===== src/rtl/cpu_pkg.sv =====
// Shared CPU datapath types and sizes used by the register file and its decoder.
package cpu_pkg;

    localparam int DATA_W   = 32;
    localparam int ADDR_W   = 5;
    localparam int NUM_REGS = 32;

    typedef logic [DATA_W-1:0] word_t;
    typedef logic [ADDR_W-1:0] reg_addr_t;

    localparam reg_addr_t REG_ZERO = 5'd0;

endpackage


===== src/rtl/reg_file_if.sv =====
// Register-file access bus: one write port and two read ports.
interface reg_file_if;
    import cpu_pkg::*;

    logic      RegWr;
    reg_addr_t rs;
    reg_addr_t rt;
    reg_addr_t rw;
    word_t     busW;
    word_t     busA;
    word_t     busB;

    modport master (output RegWr, output rs, output rt, output rw, output busW,
                    input  busA,  input  busB);
    modport slave  (input  RegWr, input  rs, input  rt, input  rw, input  busW,
                    output busA,  output busB);

endinterface


===== src/rtl/reg_file_dec5_32.sv =====
// Write-address decoder: 5-bit address plus enable to a 32-bit one-hot write strobe.
module dec5_32
    import cpu_pkg::*;
(
    input  reg_addr_t             i_rw,
    input  logic                  i_wr_en,
    output logic [NUM_REGS-1:0]   o_we
);

    // One-hot decode; bit 0 is never set because $0 is hardwired.
    always_comb begin
        o_we = {NUM_REGS{1'b0}};
        if (i_wr_en) begin
            o_we[i_rw] = 1'b1;
        end else begin
            o_we = {NUM_REGS{1'b0}};
        end
        o_we[0] = 1'b0;
    end

endmodule


===== src/rtl/reg_file.sv =====
// 32 x 32-bit register file, one write port, two combinational read ports.
// Optional same-cycle write-to-read bypass: define REG_FILE_WRITE_BYPASS_EN.
module reg_file
    import cpu_pkg::*;
(
    input  logic         clk,
    input  logic         rst,
    reg_file_if.slave    bus
);

    logic [NUM_REGS-1:0] w_we;
    word_t               r_regs [1:NUM_REGS-1];
    word_t               w_regs [0:NUM_REGS-1];
    word_t               w_rd_a;
    word_t               w_rd_b;

    dec5_32 u_dec (
        .i_rw    (bus.rw),
        .i_wr_en (bus.RegWr),
        .o_we    (w_we)
    );

    for (genvar g = 1; g < NUM_REGS; g++) begin : g_reg
        // Storage word g: async clear, loaded when its write strobe is set.
        always_ff @(posedge clk or posedge rst) begin
            if (rst) begin
                r_regs[g] <= {DATA_W{1'b0}};
            end else if (w_we[g]) begin
                r_regs[g] <= bus.busW;
            end
        end
    end

    // Flattened read view with $0 tied to zero so the selects need no special case.
    always_comb begin
        w_regs[0] = {DATA_W{1'b0}};
        for (int i = 1; i < NUM_REGS; i++) begin
            w_regs[i] = r_regs[i];
        end
    end

    // Two independent 32:1 read selects.
    always_comb begin
        w_rd_a = w_regs[bus.rs];
        w_rd_b = w_regs[bus.rt];
    end

`ifdef REG_FILE_WRITE_BYPASS_EN
    logic w_byp_a;
    logic w_byp_b;

    // Forward busW when the read address matches a live write; never during reset.
    always_comb begin
        w_byp_a = (!rst) && bus.RegWr && (bus.rw != REG_ZERO) && (bus.rs == bus.rw);
        w_byp_b = (!rst) && bus.RegWr && (bus.rw != REG_ZERO) && (bus.rt == bus.rw);
    end

    // Output selects after the bypass compare.
    always_comb begin
        bus.busA = w_byp_a ? bus.busW : w_rd_a;
        bus.busB = w_byp_b ? bus.busW : w_rd_b;
    end
`else
    // No bypass: the read ports show stored contents only.
    always_comb begin
        bus.busA = w_rd_a;
        bus.busB = w_rd_b;
    end
`endif

endmodule

===== src/flat_wrapper.sv =====
// flat-port wrapper written by rule: the top's interface ports become plain ports
module reg_file_flat import cpu_pkg::*;
  (clk, rst, bus_RegWr, bus_rs, bus_rt, bus_rw, bus_busW, bus_busA, bus_busB);
  reg_file_if bus_i ();
  input  logic clk;
  input  logic rst;
  input wire logic [$bits(bus_i.RegWr)-1:0] bus_RegWr;
  input wire logic [$bits(bus_i.rs)-1:0] bus_rs;
  input wire logic [$bits(bus_i.rt)-1:0] bus_rt;
  input wire logic [$bits(bus_i.rw)-1:0] bus_rw;
  input wire logic [$bits(bus_i.busW)-1:0] bus_busW;
  output wire logic [$bits(bus_i.busA)-1:0] bus_busA;
  output wire logic [$bits(bus_i.busB)-1:0] bus_busB;
  assign bus_i.RegWr = bus_RegWr;
  assign bus_i.rs = bus_rs;
  assign bus_i.rt = bus_rt;
  assign bus_i.rw = bus_rw;
  assign bus_i.busW = bus_busW;
  assign bus_busA = bus_i.busA;
  assign bus_busB = bus_i.busB;
  reg_file u_core (.clk(clk), .rst(rst), .bus(bus_i));
endmodule

===== config.mk =====
export PLATFORM = sky130hd
export DESIGN_NAME = reg_file_flat
export DESIGN_NICKNAME = d
export VERILOG_FILES = /design/src/rtl/cpu_pkg.sv /design/src/rtl/reg_file_if.sv /design/src/rtl/reg_file_dec5_32.sv /design/src/rtl/reg_file.sv /design/src/flat_wrapper.sv
export SDC_FILE = /design/constraint.sdc
export NUM_CORES = 2
export LEC_CHECK = 0
export BUFFER_PORTS_ARGS = -buffer_cell sky130_fd_sc_hd__buf_2
export CAP_MARGIN = 20
export CORE_ASPECT_RATIO = 1.25
export CORE_UTILIZATION = 30
export DETAILED_ROUTE_END_ITERATION = 7
export GPL_TIMING_DRIVEN = 0
export MAX_ROUTING_LAYER = met4
export PLACE_DENSITY = 0.46
export SLEW_MARGIN = 10
export SYNTH_ARGS = -nofsm -noshare
export SYNTH_HDL_FRONTEND = slang
export SYNTH_HIERARCHICAL = 1
export SYNTH_SLANG_ARGS = --single-unit

===== constraint.sdc =====
create_clock -name clk -period 41.6 [get_ports clk]
set_clock_uncertainty 0.2 [all_clocks]
set_input_delay 2.08 -clock clk [delete_from_list [all_inputs] [get_ports clk]]
set_output_delay 2.08 -clock clk [all_outputs]
set_load 0.05 [all_outputs]

==> flow_summary.ini <==
[outcome]
run_status = finished clean

[setup_path]
worstSetupStartpointType = input port
critical_path_rt_ns = 39.32
setup.worst_path.end_class = output pin
cp_top_family = buffers and inverters
worstPathMaxFanout = 10
crit_path_cell_trace = buf_2 > buf_2 > buf_2 > clkbuf_1 > mux4_2 > a22o_1 > o21ai_1 > o31ai_1 > buf_2
slowest_delay_ns = 0.85
critPathMostFrequentCell = sky130_fd_sc_hd__buf_2
worstPathArrival_ns = 5.92
setup_crit_path_kind = in -> out
critPathBufInv = 5
worst_path_max_delay_cell = sky130_fd_sc_hd__clkbuf_1

[yosys]
ys_warn_count = 6
syn_avg_cell_area_sq_um = 14.53
postSynthCellCount = 3661
synth.cell_area_sq_um = 53180
syn_nets = 3711

[die]
floorplan.initialDensity_pct = 30.25
row_count = 172
die_h_um = 472.7
ioPinCount = 114
floorplan.core_area_sq_um = 175800
die_width_um = 378.6
design.die.area_sq_um = 179000

[min_path]
worst_min_delay_path_category = reg -> reg

[drt]
dr_total_vias = 35830
detail_route.iter0.violations = 3468
drtAntennaViolNets = 0
firstDrtPassIters = 5
remaining_drc_errors = 0
routed_via_density = 5.629
wirelength_um = 209200
wire_per_inst_um = 32.87

[global_routing]
antenna_found_initial = 25
number_of_global_route_vias_before_repair = 36820
grt_first_pass_wirelength_um = 293600
grt.overflow.total = 0
grt_max_degree = 112
groute.usage.overall_pct = 24.06

[cells_and_area]
top_register = u_core/r_regs
largest_register_ff_count = 992
top_regs = u_core/r_regs x992
final.fill_count = 17210
register_area_sq_um = 24820
area_growth_syn_to_layout_pct = 15.01
layout.nets = 3957
drive_above_1_share_pct = 46.70
area_occupied_by_multi_input_gates_sq_um = 26440

[run]
maxCapViolations = 0

[pwr]
fin_total_pwr_mw = 3.071
power-per-cell-area_nw_per_um2 = 50.21
power_leakage_nw = 25.75
vdd_ir_drop_max_mv = 0.03512

[placement]
detailed_place_hpwl_um = 149400
pre_cts_ws_ns = 33.50
portbufs = 107
place.gp.congestion = 0.8999

[cts]
worst_skew_pair.late_latency_ns = 0.74
cts_setup_buffers = 0
cts_hold_buffers = 0
cts.root.buffer_cell = sky130_fd_sc_hd__clkbuf_16
cts-root-to-sink-buffers = 3
cts-htree-levels = 3
cts_num_sinks = 992
cts-buffers-inserted = 113
clk_transition_reported_paths_ns = 0.06
tritoncts = built
cts_resized = 0

[timing]
clock.fmax_mhz = 121.9
finalCritPeriodShare_pct = 19.72
drv_slew = 0
timing.final.ws_setup_ns = 33.40
final-setup-viol-count = 0
timing_hold_violations_final = 0
maxSlewHeadroom_pct = 8.223
final.min_clock_period_ns = 8.202
worst-slew-pin-transition_ns = 1.365
grt_setup_unrepaired = false
==> worst paths after layout <==
check | start | depth (start not counted) | slack [ns] | to
min in group asynchronous | rst | 2 | 1.19 | u_core/r_regs[40]
hold reg to reg | u_core/r_regs[43] | 1 | 0.32 | u_core/r_regs[43]
max in group asynchronous | rst | 5 | 38.13 | u_core/r_regs[758]
hold / removal | u_core/r_regs[43] | 1 | 0.32 | u_core/r_regs[43]
setup / recovery | bus_rt[1] | 9 | 33.40 | bus_busB[15]
setup reg to reg | u_core/r_regs[224] | 1 | 40.59 | u_core/r_regs[224]
==> layout make-up <==
| type | instances | share of cell area, % |
|---|---|---|
| Multi-Input combinational cell | 2233 | 43.23 |
| Sequential cell | 992 | 40.58 |
| Clock buffer | 164 | 5.564 |
| Tap cell | 2349 | 4.805 |
| Buffer | 433 | 3.130 |
| Timing Repair Buffer | 131 | 1.624 |
| Clock inverter | 50 | 0.9962 |
| Antenna cell | 9 | 0.03682 |
| Inverter | 3 | 0.03068 |
==> where the power goes <==
part / total (mW) / switching (mW) / internal [mW] / leakage [nW]
Sequential: 1.30 / 0.144 / 1.15 / 12.7
Combinational: 0.686 / 0.330 / 0.356 / 11.1
Clock: 1.09 / 0.440 / 0.646 / 2.00
==> layer usage <==
| metal | vias up | GRT usage (%) | wire length, um |
|---|---|---|---|
| li1 | 14620 | - | - |
| met1 | 19420 | 31.38 | 88120 |
| met2 | 1439 | 37.08 | 98070 |
| met3 | 345 | 3.857 | 13700 |
| met4 | 0 | 10.05 | 9303 |
| met5 | - | - | 0 |
==> metrics by stage <==
step / instance area (sq um) / setup TNS, ns / std cells / hold slack (ns) / utilization (%)
4_1_cts: 61110 / 0 / 6352 / 0.3272 / 34.76
3_5_place_dp: 57100 / 0 / 6138 / 0.3132 / 32.47
5_1_grt: 61160 / 0 / 6361 / 0.3350 / 34.78
2_1_floorplan: 53180 / 0 / 3661 / 0.2919 / -
6_report: 61170 / 0 / 6364 / 0.3210 / 34.79
3_3_place_gp: 56660 / -2196.82 / 6117 / 0.3041 / 32.22
==> placed cells by master (no fill, tap or decap), types with 64 or more instances in the layout <==
cell                           n
sky130_fd_sc_hd__a22o_1      192
sky130_fd_sc_hd__o21ai_1      64
sky130_fd_sc_hd__mux2_2     1056
sky130_fd_sc_hd__o22ai_1      64
sky130_fd_sc_hd__buf_2       161
sky130_fd_sc_hd__buf_1       103
sky130_fd_sc_hd__nand2_1      67
sky130_fd_sc_hd__mux2i_1     160
sky130_fd_sc_hd__mux4_2      384
sky130_fd_sc_hd__clkbuf_16   116
sky130_fd_sc_hd__clkbuf_1    247
sky130_fd_sc_hd__dfrtp_1     992
sky130_fd_sc_hd__a211oi_1     64
(Power assumes the default switching activity.)
